[src/rtl/pipeif_pkg.sv]
// Shared encodings and types for the pipeif fetch block.
// The PIPEIF_MISALIGN_EN macro is consumed by pipeif_fetch_q, not here.
package pipeif_pkg;

  localparam logic [1:0] PCSRC_SEQ = 2'b00;
  localparam logic [1:0] PCSRC_BR  = 2'b01;
  localparam logic [1:0] PCSRC_JR  = 2'b10;
  localparam logic [1:0] PCSRC_J   = 2'b11;

  localparam logic [31:0] NOP_INS = 32'h0000_0000;

  typedef enum logic [1:0] {
    IDLE = 2'd0,
    REQ  = 2'd1,
    DROP = 2'd2
  } fetch_state_t;

endpackage

[src/rtl/pipeif_fetch_q_if.sv]
// Instruction-memory request/acknowledge bus between the fetch stage and memory.
interface pipeif_fetch_q_if #(parameter int AW = 32) ();

  // Handshake: the master raises imem_req with imem_addr and holds both
  // unchanged until a cycle with imem_ack=1 completes the transfer; imem_rdata
  // is valid only in that cycle, and imem_ack is meaningless while imem_req=0.
  logic          imem_req;
  logic [AW-1:0] imem_addr;
  logic          imem_ack;
  logic [31:0]   imem_rdata;

  modport master (output imem_req, imem_addr, input imem_ack, imem_rdata);
  modport slave  (input imem_req, imem_addr, output imem_ack, imem_rdata);

endinterface

[src/rtl/pipeif_queue.sv]
// Synchronous flushable FIFO whose head is a register loaded from storage,
// so the head value holds its last content while the queue is empty.
module pipeif_queue #(
  parameter int W     = 96,
  parameter int DEPTH = 4
) (
  input  logic                   clk,
  input  logic                   clrn,
  input  logic                   flush,
  input  logic                   push,
  input  logic [W-1:0]           wdata,
  input  logic                   pop,
  output logic [W-1:0]           head,
  output logic [$clog2(DEPTH):0] count,
  output logic                   full,
  output logic                   empty
);

  localparam int PW = $clog2(DEPTH);
  localparam int CW = PW + 1;

  logic [W-1:0]  mem [DEPTH];
  logic [PW-1:0] wptr, rptr, rptr_nxt;
  logic [CW-1:0] cnt_left, cnt_nxt;
  logic          do_push, do_pop;

  assign full  = (count == CW'(DEPTH));
  assign empty = (count == '0);

  always_comb begin
    do_pop   = pop & ~empty & ~flush;
    do_push  = push & ~flush & (~full | do_pop);
    cnt_left = count - CW'(do_pop);
    cnt_nxt  = cnt_left + CW'(do_push);
    rptr_nxt = rptr + PW'(do_pop);
  end

  always_ff @(posedge clk) begin
    if (do_push) mem[wptr] <= wdata;
  end

  always_ff @(posedge clk or negedge clrn) begin
    if (!clrn) begin
      wptr  <= '0;
      rptr  <= '0;
      count <= '0;
      head  <= '0;
    end else if (flush) begin
      wptr  <= '0;
      rptr  <= '0;
      count <= '0;
    end else begin
      wptr  <= wptr + PW'(do_push);
      rptr  <= rptr_nxt;
      count <= cnt_nxt;
      // With older entries remaining, the next head is already in storage;
      // otherwise it is the word being pushed right now.
      if (cnt_left != '0)
        head <= mem[rptr_nxt];
      else if (do_push)
        head <= wdata;
    end
  end

endmodule

[src/rtl/pipeif_fetch_q.sv]
// Instruction fetch stage: PC selection, variable-latency imem handshake and a
// prefetch queue drained by ID. Optional macro: PIPEIF_MISALIGN_EN.
module pipeif_fetch_q
  import pipeif_pkg::*;
#(
  parameter int          AW       = 32,
  parameter int          DEPTH    = 4,
  parameter logic [AW-1:0] RESET_PC = '0
) (
  input  logic                  clk,
  input  logic                  clrn,
  input  logic [1:0]            pcsrc,
  input  logic [AW-1:0]         bpc,
  input  logic [AW-1:0]         rpc,
  input  logic [AW-1:0]         jpc,
  pipeif_fetch_q_if.master      imem,
  output logic                  ins_valid,
  input  logic                  ins_ready,
  output logic [31:0]           ins,
  output logic [AW-1:0]         ins_pc,
  output logic [AW-1:0]         pc4,
`ifdef PIPEIF_MISALIGN_EN
  output logic                  ins_misalign,
`endif
  output fetch_state_t          dbg_state
);

  localparam int CW = $clog2(DEPTH) + 1;

  typedef struct packed {
    logic [31:0]   ins;
    logic [AW-1:0] pc;
    logic [AW-1:0] pc4;
`ifdef PIPEIF_MISALIGN_EN
    logic          mis;
`endif
  } entry_t;

  fetch_state_t  state;
  logic [AW-1:0] fpc, areq, raw, target;
  logic          req_q, redirect, ack, push, pop, misaligned, mis_push, halt;
  logic          room_idle, room_ack;
  logic [CW-1:0] q_count, count_after;
  logic          q_full, q_empty;
  entry_t        q_in, q_head;

  always_comb begin
    redirect = (pcsrc != PCSRC_SEQ);
    case (pcsrc)
      PCSRC_BR: raw = bpc;
      PCSRC_JR: raw = rpc;
      default:  raw = jpc;
    endcase
`ifdef PIPEIF_MISALIGN_EN
    target     = raw;
    misaligned = redirect & (raw[1:0] != 2'b00);
`else
    target     = raw & ~AW'(3);
    misaligned = 1'b0;
`endif
    ack  = req_q & imem.imem_ack;
    pop  = ins_valid & ins_ready & ~redirect;
    push = ~redirect & (((state == REQ) & ack) | mis_push);
    count_after = q_count + CW'(push) - CW'(pop);
    room_idle = ~q_full | pop;
    room_ack  = (count_after < CW'(DEPTH));
  end

  always_comb begin
    q_in     = '0;
    q_in.ins = imem.imem_rdata;
    q_in.pc  = areq;
    q_in.pc4 = areq + AW'(4);
`ifdef PIPEIF_MISALIGN_EN
    if (mis_push) begin
      q_in.ins = NOP_INS;
      q_in.pc  = fpc;
      q_in.pc4 = fpc + AW'(4);
      q_in.mis = 1'b1;
    end
`endif
  end

  always_ff @(posedge clk or negedge clrn) begin
    if (!clrn) begin
      state <= IDLE;
      fpc   <= RESET_PC;
      areq  <= '0;
      req_q <= 1'b0;
    end else if (redirect) begin
      fpc <= target;
      case (state)
        REQ: begin
          // An ack in the redirect cycle belongs to the stale path and is dropped.
          state <= ack ? IDLE : DROP;
          req_q <= ~ack;
        end
        DROP: begin
          state <= ack ? IDLE : DROP;
          req_q <= ~ack;
        end
        default: begin
          state <= IDLE;
          req_q <= 1'b0;
        end
      endcase
    end else begin
      case (state)
        IDLE: begin
          if (room_idle && !halt) begin
            areq  <= fpc;
            state <= REQ;
            req_q <= 1'b1;
          end
        end
        REQ: begin
          if (ack) begin
            fpc <= areq + AW'(4);
            if (room_ack) begin
              areq <= areq + AW'(4);
            end else begin
              state <= IDLE;
              req_q <= 1'b0;
            end
          end
        end
        DROP: begin
          if (ack) begin
            state <= IDLE;
            req_q <= 1'b0;
          end
        end
        default: begin
          state <= IDLE;
          req_q <= 1'b0;
        end
      endcase
    end
  end

`ifdef PIPEIF_MISALIGN_EN
  // A misaligned target parks the stage until the next redirect; its
  // NOP marker entry is queued one cycle after the redirect.
  always_ff @(posedge clk or negedge clrn) begin
    if (!clrn) begin
      mis_push <= 1'b0;
      halt     <= 1'b0;
    end else if (redirect) begin
      mis_push <= misaligned;
      halt     <= misaligned;
    end else begin
      mis_push <= 1'b0;
    end
  end
  assign ins_misalign = q_head.mis;
`else
  assign mis_push = 1'b0;
  assign halt     = misaligned;
`endif

  pipeif_queue #(
    .W     ($bits(entry_t)),
    .DEPTH (DEPTH)
  ) u_queue (
    .clk   (clk),
    .clrn  (clrn),
    .flush (redirect),
    .push  (push),
    .wdata (q_in),
    .pop   (pop),
    .head  (q_head),
    .count (q_count),
    .full  (q_full),
    .empty (q_empty)
  );

  assign imem.imem_req  = req_q;
  assign imem.imem_addr = areq;
  assign ins_valid      = ~q_empty;
  assign ins            = q_head.ins;
  assign ins_pc         = q_head.pc;
  assign pc4            = q_head.pc4;
  assign dbg_state      = state;

endmodule

[src/flat_wrapper.sv]
// flat-port wrapper written by rule: the top's interface ports become plain ports
module pipeif_fetch_q_flat import pipeif_pkg::*;
#(
  parameter int          AW       = 32,
  parameter int          DEPTH    = 4,
  parameter logic [AW-1:0] RESET_PC = '0
)
  (clk, clrn, pcsrc, bpc, rpc, jpc, ins_valid, ins_ready, ins, ins_pc, pc4, dbg_state, imem_imem_req, imem_imem_addr, imem_imem_ack, imem_imem_rdata);
  pipeif_fetch_q_if #(.AW(AW)) imem_i ();
  input  logic clk;
  input  logic clrn;
  input  logic [1:0] pcsrc;
  input  logic [AW-1:0] bpc;
  input  logic [AW-1:0] rpc;
  input  logic [AW-1:0] jpc;
  output logic ins_valid;
  input  logic ins_ready;
  output logic [31:0] ins;
  output logic [AW-1:0] ins_pc;
  output logic [AW-1:0] pc4;
  output fetch_state_t dbg_state;
  output wire logic [$bits(imem_i.imem_req)-1:0] imem_imem_req;
  output wire logic [$bits(imem_i.imem_addr)-1:0] imem_imem_addr;
  input wire logic [$bits(imem_i.imem_ack)-1:0] imem_imem_ack;
  input wire logic [$bits(imem_i.imem_rdata)-1:0] imem_imem_rdata;
  assign imem_imem_req = imem_i.imem_req;
  assign imem_imem_addr = imem_i.imem_addr;
  assign imem_i.imem_ack = imem_imem_ack;
  assign imem_i.imem_rdata = imem_imem_rdata;
  pipeif_fetch_q #(.AW(AW), .DEPTH(DEPTH), .RESET_PC(RESET_PC)) u_core (.clk(clk), .clrn(clrn), .pcsrc(pcsrc), .bpc(bpc), .rpc(rpc), .jpc(jpc), .imem(imem_i), .ins_valid(ins_valid), .ins_ready(ins_ready), .ins(ins), .ins_pc(ins_pc), .pc4(pc4), .dbg_state(dbg_state));
endmodule
[config.mk]
export PLATFORM = sky130hd
export DESIGN_NAME = pipeif_fetch_q_flat
export DESIGN_NICKNAME = d
export VERILOG_FILES = /design/src/rtl/pipeif_pkg.sv /design/src/rtl/pipeif_fetch_q_if.sv /design/src/rtl/pipeif_queue.sv /design/src/rtl/pipeif_fetch_q.sv /design/src/flat_wrapper.sv
export SDC_FILE = /design/constraint.sdc
export NUM_CORES = 1
export LEC_CHECK = 0
export ABC_CLOCK_PERIOD_IN_PS = 15900
export CAP_MARGIN = 20
export CORE_ASPECT_RATIO = 0.7
export CORE_MARGIN = 8
export CORE_UTILIZATION = 25
export DETAILED_ROUTE_END_ITERATION = 10
export PLACE_DENSITY = 0.38
export REMOVE_ABC_BUFFERS = 1
export SLEW_MARGIN = 40
export SYNTH_ARGS = -nofsm -noshare
export SYNTH_HDL_FRONTEND = slang
export SYNTH_SLANG_ARGS = --single-unit
[constraint.sdc]
create_clock -name clk -period 15.9 [get_ports clk]
set_input_delay 4.77 -clock clk [delete_from_list [all_inputs] [get_ports clk]]
set_output_delay 4.77 -clock clk [all_outputs]
set_load 0.005 [all_outputs]
==> results.toml <==
[final_layout]
final_util_pct = 31.34
final_cell_mix = "376 x edfxtp_1, 258 x clkdlybuf4s50_1, 168 x dfrtp_1, 166 x a21oi_1, 148 x nand2_1"
nets = 1975
area_delta_synth_final_pct = 24.65
final_common_cell = "edfxtp_1"
drive_above_1_share_pct = 13.71

[sta]
min_period_ps = 8985
tns_ps = 0
rsz0062_at_grt = "no"
relSlewSlack_pct = 36.70
drv_slew = 0
final-hold-violation-count = 0
fin_crit_sh_pct = 56.51
max_freq_ghz = 0.1113
tightest_slew_ps = 943.8
finalSetupViolations = 0
finClkSkew_ps = 16.66

[floorplanning]
coreArea_um2 = 91690
fp.dieW_um = 379.0
io_pins = 266
start_util_pct = 25.14
rows = 93
die-area_um2 = 102300
die_height_um = 270.1

[setup_path]
worstRegToRegCells = 11
arrival_ps = 9230
reg2reg_from = "u_core.dbg_state[1]"
slowest_stage = "buf_4"
crit_type = "primary input to flip-flop"
end_kind = "flip-flop"
required_ps = 16150
r2r-end = "u_core.u_queue.mem[1][64]"
crit_chain = "clkdlybuf4s50_1 -> inv_1 -> ha_4 -> nand2_1 -> or2_4 -> inv_2 -> nand2_1 -> nor2_4 -> buf_16 -> buf_4 -> buf_4"
crit_path_start_kind = "primary input"
critPathMaxFanout = 39
reg2reg_slack_ps = 10580
cp-startpoint = "pcsrc[0]"
cp-endpoint = "u_core.u_queue.mem[1][64]"
critPathMaxStageDelay_ps = 660

[status]
status = "completed"

[clock_tree]
cts_buffers = 57
clock_path_buffers = 3
clk_latency_ps = 630
htreeDepth = 2
post-cts-setup-buffer-count = 0
post_cts_resized = 0
cts_tree = "built"
ctsRootBufferMaster = "clkbuf_16"
hold_buffers = 0
clock-sinks = 544
clk_pin_slew_worst_paths_ps = 60

[global_routing]
antenna_found_initial = 11
grtUsageMet2_pct = 21.14
met3_usage_pct = 3.471
track_usage_pct = 14.08
grt-ovfl-total = 0
grt_max_degree = 74
busiest_layer = "met2"
grt_pass1_vias = 15130
grt_pass1_wl_um = 107200
met1_usage_pct = 20.50

[place]
port_buffers = 259
place.detailed.hpwl_um = 45500
gp_congestion = 0.6867

[yosys]
ys_dominant_reg_cell = "edfxtp_1"
synthDistinctLibCells = 60
ys_seq_area_share_pct = 67.21
synth_area_um2 = 23050
syn_inst = 1622
synthArstFlopShare_pct = 30.88
syn_avg_cell_area_um2 = 14.21
synth_warnings = 0
synth-seq-cells = 544
synth_edf_count = 376

[worst_hold_path]
hold_path_class = "flip-flop to flip-flop"

[drt]
viasPerCell = 4.614
drcViolationCount = 0
firstDrtPassIters = 5
wl_per_cell_um = 23.70
vias = 14370
ant_nets = 0
drt_iter0_markers = 982
wl_um = 73830

[power_and_ir_drop]
power-per-cell-area_nw_per_um2 = 148.9
total_power_uw = 4278
peakVddDrop_v = 0.00005872
leakage_uw = 0.009662

[flow_run]
max_cap_viol_count = 0
==> where the power goes <==
| part | leakage, uW | switching, uW | internal (uW) |
|---|---|---|---|
| Sequential | 0.00544 | 230 | 1780 |
| Combinational | 0.00332 | 458 | 472 |
| Clock | 0.000902 | 573 | 761 |
| Total | 0.00966 | 1260 | 3020 |
==> area by class of cell <==
cell class              count  area (um2)
fillers                  9191       62960
flip-flops and latches    544       15490
multi-input cells         896        6787
repair buffers            293        2929
clock buffers              85        1602
well taps                1235        1545
clock inverters            23       239.0
inverters                  34       127.6
diodes                      5       12.51
==> registers in the layout, summed over array words and instances (netlist names), 2 cells and up <==
name and cells:
u_core.u_queue.head 94, u_core.u_queue.count 3, u_core.u_queue.wptr 2, u_core.fpc 32, u_core.u_queue.mem 376, u_core.imem.imem_addr 32
u_core.dbg_state 2, u_core.u_queue.rptr 2
==> logic make-up (layout without fill, tap and decap cells) <==
group | Yosys count | after routing | synth area share, %
xor gates and xnor gates | 32 | 32 | 1.281
and+or+nand+nor | 352 | 352 | 6.969
AOI/OAI and AO/OA | 400 | 400 | 10.39
DFF | 544 | 544 | 67.21
adders and majority gates | 15 | 15 | 0.8141
buffers and inverters | 182 | 435 | 4.011
other | 0 | 5 | 0
muxes | 97 | 97 | 9.324
==> critical path: cells and delay by family <==
kind          cells  cell delay, ps
buf+inv           6            2270
fa+ha+maj         1             530
simple gates      4            1580
==> worst min path at each step <==
stage | slack, ps | depth (start not counted) | from | end
after global routing | 520 | 1 | u_core.u_queue.head[9] | u_core.u_queue.head[9]
after detailed placement | 480 | 2 | u_core.u_queue.head[2] | u_core.u_queue.head[2]
final | 500 | 1 | u_core.u_queue.head[9] | u_core.u_queue.head[9]
after global placement | 480 | 1 | u_core.u_queue.head[7] | u_core.u_queue.head[7]
after CTS | 500 | 1 | u_core.u_queue.head[9] | u_core.u_queue.head[9]
after floorplan | 470 | 2 | u_core.u_queue.head[2] | u_core.u_queue.head[2]
==> synth_stat cells (11+ instances only) <==
cell type | n | area, um2
nand3_1 | 18 | 90.09
buf_2 | 31 | 155.2
nand2_1 | 148 | 555.5
clkbuf_1 | 65 | 244.0
a21oi_1 | 166 | 830.8
ha_1 | 15 | 187.7
o22ai_1 | 21 | 131.4
dfrtp_1 | 168 | 4204
nor2_1 | 119 | 446.7
a211oi_1 | 21 | 157.7
a31oi_1 | 24 | 150.1
o21ai_1 | 12 | 60.06
inv_1 | 32 | 120.1
a22oi_1 | 43 | 322.8
o21ai_0 | 60 | 300.3
edfxtp_1 | 376 | 11290
xor2_1 | 20 | 175.2
buf_4 | 36 | 270.3
mux4_2 | 94 | 2117
a2bb2oi_1 | 11 | 96.34
==> stage by stage <==
stage | instance area (um2) | setup WS, ps | std cells | hold slack, ps
after floorplan | 22260 | 1216 | 1474 | 473.3
after global placement | 26740 | 5402 | 2997 | 484.8
after detailed placement | 26880 | 6076 | 3002 | 482.3
after CTS | 28720 | 6759 | 3110 | 504.1
after global routing | 28720 | 6616 | 3110 | 523.5
final | 28740 | 6915 | 3115 | 499.4
==> routing by layer <==
layer  up-vias  routed length [um]
met4         0                1332
met5         -                   0
li1       6522                   -
met3        77                5255
met1      7425               35310
met2       349               31930
No activity file was read; power rests on OpenSTA's default activity.
